<file path="config.mk">
export PLATFORM = sky130hd
export DESIGN_NAME = vga_timing_gen
export DESIGN_NICKNAME = d
export VERILOG_FILES = /design/src/rtl/vga_pkg.sv /design/src/rtl/vga_delay_line.sv /design/src/rtl/vga_timing_gen.sv
export SDC_FILE = /design/constraint.sdc
export NUM_CORES = 1
export LEC_CHECK = 0
export ABC_AREA = 1
export CORE_MARGIN = 4
export CORE_UTILIZATION = 45
export DETAILED_ROUTE_END_ITERATION = 12
export GPL_ROUTABILITY_DRIVEN = 0
export PLACE_DENSITY_LB_ADDON = 0.12
export RECOVER_POWER = 100
export SLEW_MARGIN = 20
export SYNTH_ARGS = -nofsm -noshare
export SYNTH_HDL_FRONTEND = slang
export SYNTH_SLANG_ARGS = --single-unit
</file>
<file path="constraint.sdc">
create_clock -name clk -period 1.8 [get_ports clk]
set_input_delay 0.36 -clock clk [delete_from_list [all_inputs] [get_ports clk]]
set_output_delay 0.36 -clock clk [all_outputs]
set_load 0.005 [all_outputs]
</file>
<file path="src/rtl/vga_pkg.sv">
// vga_pkg: 640x480@60 timing constants shared by the timing generator and
// the tile/board renderers (which use the V_ values for their v_cnt
// window offsets).
//   H_/V_ visible, porch and sync lengths, H_TOTAL/V_TOTAL frame totals,
//   SYNC_ACTIVE (asserted sync level), RGB_W (pixel width),
//   timing_t (active/hs/vs bundle carried down the delay line),
//   in_window() half-open range test on 12-bit counters.
package vga_pkg;

    localparam int CNT_W = 12;
    localparam int RGB_W = 12;

    localparam logic [CNT_W-1:0] H_VISIBLE = 12'd640;
    localparam logic [CNT_W-1:0] H_FRONT   = 12'd16;
    localparam logic [CNT_W-1:0] H_SYNC    = 12'd96;
    localparam logic [CNT_W-1:0] H_BACK    = 12'd48;
    localparam logic [CNT_W-1:0] H_TOTAL   = H_VISIBLE + H_FRONT + H_SYNC + H_BACK;

    localparam logic [CNT_W-1:0] V_VISIBLE = 12'd480;
    localparam logic [CNT_W-1:0] V_FRONT   = 12'd10;
    localparam logic [CNT_W-1:0] V_SYNC    = 12'd2;
    localparam logic [CNT_W-1:0] V_BACK    = 12'd33;
    localparam logic [CNT_W-1:0] V_TOTAL   = V_VISIBLE + V_FRONT + V_SYNC + V_BACK;

    localparam logic SYNC_ACTIVE = 1'b0;

    // Raw timing decoded from the counters; all-zero means blank, no sync.
    typedef struct packed {
        logic active;
        logic hs;
        logic vs;
    } timing_t;

    // True while lo <= cnt < hi (unsigned).
    function automatic logic in_window(input logic [CNT_W-1:0] cnt,
                                       input logic [CNT_W-1:0] lo,
                                       input logic [CNT_W-1:0] hi);
        return (cnt >= lo) && (cnt < hi);
    endfunction

endpackage

</file>
<file path="src/rtl/vga_delay_line.sv">
// vga_delay_line: DEPTH-stage register shift line with asynchronous
// active-low clear to RESET_VAL. DEPTH=0 is a plain wire.
//   clk_i   clock
//   rst_ni  asynchronous active-low clear
//   data_i  WIDTH-bit input
//   data_o  data_i delayed by DEPTH clocks
module vga_delay_line #(
    parameter int               WIDTH     = 3,
    parameter int               DEPTH     = 2,
    parameter logic [WIDTH-1:0] RESET_VAL = '0
) (
    input  logic             clk_i,
    input  logic             rst_ni,
    input  logic [WIDTH-1:0] data_i,
    output logic [WIDTH-1:0] data_o
);

    generate
        if (DEPTH == 0) begin : g_wire
            logic unused_clk_rst;
            assign unused_clk_rst = clk_i ^ rst_ni;
            assign data_o = data_i;
        end else begin : g_pipe
            logic [WIDTH-1:0] stage_q [DEPTH];

            always_ff @(posedge clk_i or negedge rst_ni) begin
                if (!rst_ni) begin
                    for (int i = 0; i < DEPTH; i++) stage_q[i] <= RESET_VAL;
                end else begin
                    stage_q[0] <= data_i;
                    for (int i = 1; i < DEPTH; i++) stage_q[i] <= stage_q[i-1];
                end
            end

            assign data_o = stage_q[DEPTH-1];
        end
    endgenerate

endmodule

</file>
<file path="src/rtl/vga_timing_gen.sv">
// vga_timing_gen: raster counter source and VGA output stage.
//   clk          system clock
//   rst          asynchronous active-low reset
//   h_cnt/v_cnt  raster counters, held for CLK_DIV clocks per pixel
//   pix_tick     high on the last clock of each pixel period
//   line_start   high on the first clock of each h_cnt==0 pixel
//   frame_start  line_start qualified with v_cnt==0
//   pix_data     RGB444 from the renderers, PIPE_DELAY clocks behind counters
//   vga_rgb      pixel to the pins, forced 0 outside the visible area
//   hsync/vsync  sync at SYNC_ACTIVE polarity, aligned with vga_rgb
// Sync/blank are delayed PIPE_DELAY clocks and then registered together
// with pix_data, so pins lag the counters by PIPE_DELAY+1 clocks.
module vga_timing_gen #(
    parameter logic [11:0] H_VISIBLE   = vga_pkg::H_VISIBLE,
    parameter logic [11:0] H_FRONT     = vga_pkg::H_FRONT,
    parameter logic [11:0] H_SYNC      = vga_pkg::H_SYNC,
    parameter logic [11:0] H_BACK      = vga_pkg::H_BACK,
    parameter logic [11:0] V_VISIBLE   = vga_pkg::V_VISIBLE,
    parameter logic [11:0] V_FRONT     = vga_pkg::V_FRONT,
    parameter logic [11:0] V_SYNC      = vga_pkg::V_SYNC,
    parameter logic [11:0] V_BACK      = vga_pkg::V_BACK,
    parameter logic        SYNC_ACTIVE = vga_pkg::SYNC_ACTIVE,
    parameter int          CLK_DIV     = 4,
    parameter int          PIPE_DELAY  = 2
) (
    input  logic        clk,
    input  logic        rst,
    output logic [11:0] h_cnt,
    output logic [11:0] v_cnt,
    output logic        pix_tick,
    output logic        line_start,
    output logic        frame_start,
    input  logic [11:0] pix_data,
    output logic [11:0] vga_rgb,
    output logic        hsync,
    output logic        vsync
);
    import vga_pkg::*;

    localparam logic [11:0] HTOT     = H_VISIBLE + H_FRONT + H_SYNC + H_BACK;
    localparam logic [11:0] VTOT     = V_VISIBLE + V_FRONT + V_SYNC + V_BACK;
    localparam logic [11:0] HS_START = H_VISIBLE + H_FRONT;
    localparam logic [11:0] HS_END   = H_VISIBLE + H_FRONT + H_SYNC;
    localparam logic [11:0] VS_START = V_VISIBLE + V_FRONT;
    localparam logic [11:0] VS_END   = V_VISIBLE + V_FRONT + V_SYNC;
    localparam logic [3:0]  DIV_LAST = 4'(CLK_DIV - 1);

    logic [3:0]       div_cnt_q, div_cnt_d;
    logic [11:0]      h_cnt_q, h_cnt_d;
    logic [11:0]      v_cnt_q, v_cnt_d;
    logic             tick;
    timing_t          raw_s, dly_s;
    logic [RGB_W-1:0] rgb_q, rgb_d;
    logic             hsync_q, hsync_d;
    logic             vsync_q, vsync_d;

    assign tick = (div_cnt_q == DIV_LAST);

    always_comb begin
        div_cnt_d = tick ? 4'd0 : div_cnt_q + 4'd1;
        h_cnt_d   = h_cnt_q;
        v_cnt_d   = v_cnt_q;
        if (tick) begin
            if (h_cnt_q == HTOT - 12'd1) begin
                h_cnt_d = 12'd0;
                v_cnt_d = (v_cnt_q == VTOT - 12'd1) ? 12'd0 : v_cnt_q + 12'd1;
            end else begin
                h_cnt_d = h_cnt_q + 12'd1;
            end
        end
    end

    always_ff @(posedge clk or negedge rst) begin
        if (!rst) begin
            div_cnt_q <= 4'd0;
            h_cnt_q   <= 12'd0;
            v_cnt_q   <= 12'd0;
        end else begin
            div_cnt_q <= div_cnt_d;
            h_cnt_q   <= h_cnt_d;
            v_cnt_q   <= v_cnt_d;
        end
    end

    // Pulses are gated with rst so they read 0 while reset is held (with
    // CLK_DIV=1 the reset state already satisfies the tick/start compares).
    assign pix_tick    = rst & tick;
    assign line_start  = rst & (div_cnt_q == 4'd0) & (h_cnt_q == 12'd0);
    assign frame_start = line_start & (v_cnt_q == 12'd0);

    always_comb begin
        raw_s.active = (h_cnt_q < H_VISIBLE) && (v_cnt_q < V_VISIBLE);
        raw_s.hs     = in_window(h_cnt_q, HS_START, HS_END);
        raw_s.vs     = in_window(v_cnt_q, VS_START, VS_END);
    end

    vga_delay_line #(
        .WIDTH     ($bits(timing_t)),
        .DEPTH     (PIPE_DELAY),
        .RESET_VAL (3'b000)
    ) u_delay (
        .clk_i  (clk),
        .rst_ni (rst),
        .data_i (raw_s),
        .data_o (dly_s)
    );

    always_comb begin
        rgb_d   = dly_s.active ? pix_data : '0;
        hsync_d = dly_s.hs ? SYNC_ACTIVE : ~SYNC_ACTIVE;
        vsync_d = dly_s.vs ? SYNC_ACTIVE : ~SYNC_ACTIVE;
    end

    always_ff @(posedge clk or negedge rst) begin
        if (!rst) begin
            rgb_q   <= '0;
            hsync_q <= ~SYNC_ACTIVE;
            vsync_q <= ~SYNC_ACTIVE;
        end else begin
            rgb_q   <= rgb_d;
            hsync_q <= hsync_d;
            vsync_q <= vsync_d;
        end
    end

    assign h_cnt   = h_cnt_q;
    assign v_cnt   = v_cnt_q;
    assign vga_rgb = rgb_q;
    assign hsync   = hsync_q;
    assign vsync   = vsync_q;

endmodule

</file>
==> results.txt, run 1 <==
cell with the most instances after synthesis: nand2_1
register area share after synthesis: 49.5%
drc violations: 0
Design Power: 1.97 mW
most area-consuming cells after synthesis: dfrtp_1 47%, nand2_1 11%, inv_1 6.5%
Syn Nets: 310
Routed Wire Length: 5550 um
first-pass GRT wire length: 9200 um
Die X: 81.5 um
Core Area: 0.00517 mm^2
setup violators final: 4
f_max: 530 MHz
CTS tree: yes
Vias: 2139
cell taking the most area after synthesis: dfrtp_1
CTS H-Tree Depth: 2
CP max stage delay: 0.57 ns
initial detailed-routing violation count: 88
DPL Wire Length: 4120 um
max-cap check violation count: 0
largest net degree at the start of global routing: 49
initial antenna violation count: 0
Post-Syn Area per Cell: 8.39 um^2
crit path cell chain: clkbuf_1, clkdlybuf4s50_1
Top FF cell, synth: dfrtp_1
Peak VDD IR: 0.378 mV
synthesized area: 0.00243 mm^2
Yosys cell types: 31
Clock Path Buffers: 2
GRT Overall Usage: 18.1%
shortest period the worst path allows: 1.89 ns
Ports: 55
Pleak: 1.74 nW
Final Hold Vio Count: 0
Via density: 4.66
DR WL/cell: 12.1 um
Worst-Margin Slew: 1.15 ns
cell count after placement: 447
Worst slew margin: 23.4%
Worst-path clk slew: 0.10 ns
cell count after synthesis: 290
Cell Rows: 26
PortBufs: 54
clock latency on the worst-skew pair: 0.30 ns
CTS Hold Bufs: 0
outcome: complete, but fails checks
Layout area overhead: 40.5%
Setup CP Type: reg2out
synth cell count leaders: 72 x nand2_1, 46 x dfrtp_1, 42 x inv_1, 32 x nor2_1, 22 x nand3_1
grt total ovfl: 0
RSZ-0062 raised after global routing: true
Detail Route Antenna Nets: 0
first drt pass iteration count: 4
vias in the first global route: 2034
largest fanout on the critical path: 6
total CTS buffers: 5
asr flop ratio synth: 100%
post-route clock period utilization: 105%
Arr. time, crit path: 1.53 ns
Post-synth EDFFs: 0
max-slew violation count: 0
Root Buffer Master: clkbuf_8
PwrDens: 578 mW/mm^2
Seq cells post-synth: 48
hold crit path type: reg2reg
layout cells sized above 1: 20.3%
Total Nets Final: 408
Critical Path RT: 1.44 ns
die area: 0.00665 mm^2
final setup margin: -0.0859 ns
CTS sink cnt: 48
Post-Route Skew: 0.00830 ns
Crit-path slowest cell: clkdlybuf4s50_1
Synth top area share: 47.3%
die height: 81.5 um
crit end category: primary output
CP Launch Type: flop
Starting Density: 47.0%
antenna cells: 0
warning count from the yosys run: 0
failing checks: negative setup slack
Non-Filler Instances: 459
registers in the layout, indices dropped and copies added, names as in the netlist:
register	flops
h_cnt	12
vga_rgb	12
u_delay.g_pipe.stage_q	3
vsync	1
div_cnt_q	4
hsync	1
u_delay.data_o	3
v_cnt	12
metrics by stage:
| stage | instance area (um^2) | hold slack (ns) | worst slack (ns) | TNS [ns] | util, % |
|---|---|---|---|---|---|
| detailed placement | 3310 | 0.335 | -0.137 | -0.260 | 64.0 |
| global placement | 3310 | 0.334 | -0.0762 | -0.148 | 64.0 |
| finish | 3420 | 0.354 | -0.0859 | -0.210 | 66.1 |
| floorplan | 2430 | 0.0644 | 0.428 | 0 | - |
| global route | 3420 | 0.352 | -0.190 | -1.42 | 66.1 |
| CTS | 3460 | 0.283 | -0.130 | -0.257 | 66.9 |
cell usage in the layout (no fill, tap or decap), types with 2 or more instances in the layout:
master,n
buf_2,3
buf_4,24
clkbuf_1,5
clkbuf_2,12
clkbuf_4,2
clkbuf_8,5
clkdlybuf4s50_1,29
clkinv_4,2
dfrtp_1,46
dfstp_2,2
dlygate4sd3_1,20
ha_1,4
ha_4,2
inv_1,40
inv_2,7
nand2_1,72
nand2_2,3
nand3_1,22
nand3_2,4
nand3b_1,2
nand4_1,5
nor2_1,33
nor2_2,3
nor2_4,3
nor3_1,3
o21ai_0,4
o21ai_1,8
o21ai_2,2
xnor2_1,3
xor2_1,8
power by group:
part | switching [mW] | internal (mW)
Clock | 0.375 | 0.419
Sequential | 0.00280 | 1.09
Combinational | 0.0380 | 0.0479
Total | 0.416 | 1.56
layout make-up:
class                   count  area (um^2)
clock inverters             3         47.5
clock buffers               5         68.8
fillers                   450         1760
multi-input cells         189         1030
repair buffers             97          801
inverters                  47          176
flip-flops and latches     48         1200
well taps                  70         87.6
worst max-delay path, delay by kind of cell, from the launching register on:
kind | cells | cell delay, ns
buffers and inverters | 2 | 0.85
flip-flops | 1 | 0.37
what timing repair did:
action / 4_1_cts / 5_1_grt
buffers inserted: 3 / 1
endpoints found under the setup margin: 3 / 3
pin swaps: 2 / 3
gates resized for setup: 12 / 6
path summary, 6_finish.rpt:
check / startpoint / to / slack, ns / depth (start not counted)
min in group asynchronous: rst / vga_rgb[8] / 0.54 / 3
max: h_cnt[7] / h_cnt[7] / -0.09 / 2
min reg2reg: u_delay.g_pipe.stage_q[3] / u_delay.data_o[0] / 0.35 / 0
min: u_delay.g_pipe.stage_q[3] / u_delay.data_o[0] / 0.35 / 0
max reg2reg: div_cnt_q[0] / h_cnt[1] / 0 / 8
max in group asynchronous: rst / h_cnt[6] / 0.55 / 3
routing by layer:
metal / track usage [%] / part of all wire [%]
met1: 22.8 / 44
met2: 31.2 / 50
met3: 4.39 / 5.2
met4: 4.22 / 0.70
met5: 0 / 0
kinds of logic after synthesis:
family	share of synthesized area, %
simple gates	30.6
buf+inv	8.90
flops	49.5
compound gates	4.01
xor+xnor	3.96
fa+ha+maj	3.09
Power figures use the tool's default switching activity.
==> inputs of run 2 (changes only) <==
- CAP_MARGIN: not set -> 20
==> results of run 2 <==
Same layout as run 1: the final DEF is identical, and so are final timing and power.
==> inputs of run 3 (changes only) <==
- TNS_END_PERCENT: not set -> 30
==> run 3 against run 2 <==
  * The flow still finishes with violations (negative setup slack)
  * Global-route usage is the same
  * Fmax grew 0.24%
  * Register-to-register slack is essentially flat
  * Routed wire length grew 0.18%
  * Total power grew 0.13%
  * Sequential share of layout area is the same
  * Largest cell class unchanged
  * Die area is the same
==> results.txt, run 3 (synthesis results as in run 1) <==
CTS sink cnt: 48 (unchanged)
CTS Hold Bufs: 0 (unchanged)
crit end category: primary output (unchanged)
total CTS buffers: 5 (unchanged)
f_max: 532 MHz (was 530 MHz)
Reg area: 0.00120 mm^2 (unchanged)
CTS tree: yes (unchanged)
Post-Route Skew: 0.00852 ns (was 0.00830 ns)
Reg2Reg Setup Slack: -0.01 ns (was 0 ns)
Root Buffer Master: clkbuf_8 (unchanged)
die area: 0.00665 mm^2 (unchanged)
reg-to-reg endpoint: h_cnt[1] (unchanged)
max-cap check violation count: 0 (unchanged)
Multi-input gate area: 0.00103 mm^2 (unchanged)
Final Util: 66.1% (unchanged)
Starting Density: 47.0% (unchanged)
commonest cells after routing, fill and taps aside: 72 x nand2_1, 46 x dfrtp_1, 40 x inv_1 (unchanged)
PwrDens: 578 mW/mm^2 (about the same)
PortBufs: 54 (unchanged)
Core Area: 0.00517 mm^2 (unchanged)
CP Launch Type: flop (unchanged)
Routed Wire Length: 5560 um (was 5550 um)
Sum Neg Setup Slack: -0.201 ns (was -0.210 ns)
hold_sp: u_delay.g_pipe.stage_q[3] (unchanged)
initial antenna violation count: 0 (unchanged)
Vias: 2141 (was 2139)
Worst slew margin: 21.8% (was 23.4%)
DPL Wire Length: 4120 um (unchanged)
first drt pass iteration count: 4 (unchanged)
setup violators final: 4 (unchanged)
Area after DPL: 0.00331 mm^2 (unchanged)
Via density: 4.66 (about the same)
Total Nets Final: 408 (unchanged)
Pleak: 1.74 nW (unchanged)
worst reg2reg path depth: 8 (unchanged)
pre-CTS setup slack: -0.137 ns (unchanged)
first-pass GRT wire length: 9210 um (was 9200 um)
Layout area overhead: 40.5% (unchanged)
clock latency on the worst-skew pair: 0.30 ns (about the same)
GRT Overall Usage: 18.1% (unchanged)
Crit-path slowest cell: dfrtp_1 (was clkdlybuf4s50_1)
antenna cells: 0 (unchanged)
initial detailed-routing violation count: 91 (was 88)
Hold Crit Depth: 0 (unchanged)
Fillers: 450 (unchanged)
Arr. time, crit path: 1.52 ns (was 1.53 ns)
drc violations: 0 (unchanged)
largest fanout on the critical path: 2 (was 6)
WHS Endpoint: u_delay.data_o[0] (unchanged)
final setup margin: -0.0814 ns (was -0.0859 ns)
shortest period the worst path allows: 1.88 ns (was 1.89 ns)
Ports: 55 (unchanged)
layout cells sized above 1: 20.3% (unchanged)
largest net degree at the start of global routing: 49 (unchanged)
Detail Route Antenna Nets: 0 (unchanged)
failing checks: negative setup slack (unchanged)
CP max stage delay: 0.40 ns (was 0.57 ns)
RSZ-0062 raised after global routing: true (unchanged)
CTS H-Tree Depth: 2 (unchanged)
die height: 81.5 um (unchanged)
vias in the first global route: 2034 (unchanged)
Cell Rows: 26 (unchanged)
outcome: complete, but fails checks (unchanged)
Worst-path clk slew: 0.10 ns (about the same)
Final Hold Vio Count: 0 (unchanged)
Setup CP Type: reg2out (unchanged)
max-slew violation count: 0 (unchanged)
Worst-Margin Slew: 1.17 ns (was 1.15 ns)
hold crit path type: reg2reg (unchanged)
worst-case hold slack: 0.355 ns (was 0.354 ns)
DR WL/cell: 12.1 um (about the same)
crit path cell chain: inv_2, ha_4, nand3_2, nor2_1, nand2_1, buf_4, nor3_2, buf_2 (was clkbuf_1, clkdlybuf4s50_1)
post-route clock period utilization: 105% (about the same)
Clock Path Buffers: 2 (unchanged)
grt total ovfl: 0 (unchanged)
Critical Path RT: 1.44 ns (about the same)
Peak VDD IR: 0.378 mV (about the same)
Critical R2R Launch: div_cnt_q[0] (unchanged)
commonest non-fill, non-tap cell in the layout: nand2_1 (unchanged)
final instance area: 0.00342 mm^2 (unchanged)
Die X: 81.5 um (unchanged)
[run 3: cell counts in the layout (fill, tap and decap cells not counted)]
No cell type changed its count.
[run 3: report_power, final]
part	switching, mW	internal (mW)
clock	0.377	0.419
combinational	0.0384	0.0479
sequential	0.00280	1.09
[run 3: layer usage]
| layer | share of wire, % | global-route usage, % | vias to the layer above |
|---|---|---|---|
| li1 | - | - | 1087 |
| met1 | 44 | 22.8 | 988 |
| met4 | 1.3 | 4.22 | 0 |
| met3 | 5.5 | 4.39 | 9 |
| met5 | 0 | 0 | - |
| met2 | 49 | 31.2 | 57 |
[run 3: what timing repair did]
item                                    4_1_cts  5_1_grt
resized for setup                            12        6
endpoints found under the setup margin        3        3
setup buffers                                 2        2
pin swaps                                     3        2
[run 3: metrics by stage]
step           instances  total power [mW]
3_5_place_dp         447              1.21
5_1_grt              459              2.05
2_1_floorplan        290              1.13
4_1_cts              457              2.00
3_3_place_gp         447              1.21
6_report             459              1.98
[run 3: layout make-up]
cell class	count	share of cell area (%)
clock inverter	3	1.39
inverter	47	5.16
sequential	48	35.2
clock buffer	5	2.01
timing repair buffer	97	23.4
multi-input combinational	189	30.2
tap	70	2.56
[run 3: critical path, delay by kind of cell (launching register included)]
| family | cells | cell delay [ns] |
|---|---|---|
| AND/OR/NAND/NOR | 4 | 0.34 |
| buffers and inverters | 3 | 0.35 |
| flip-flops | 1 | 0.40 |
| adder cells (fa/ha/maj) | 1 | 0.13 |
[run 3: how the worst max path moves through the flow]
stage | start | end | slack (ns) | depth (start not counted)
2_1_floorplan | h_cnt[0] | frame_start | 0.43 | 6
3_3_place_gp | h_cnt[0] | line_start | -0.08 | 8
3_5_place_dp | h_cnt[0] | frame_start | -0.14 | 7
4_1_cts | div_cnt_q[0] | frame_start | -0.13 | 8
5_1_grt | div_cnt_q[0] | frame_start | -0.19 | 8
6_report | h_cnt[0] | frame_start | -0.08 | 8
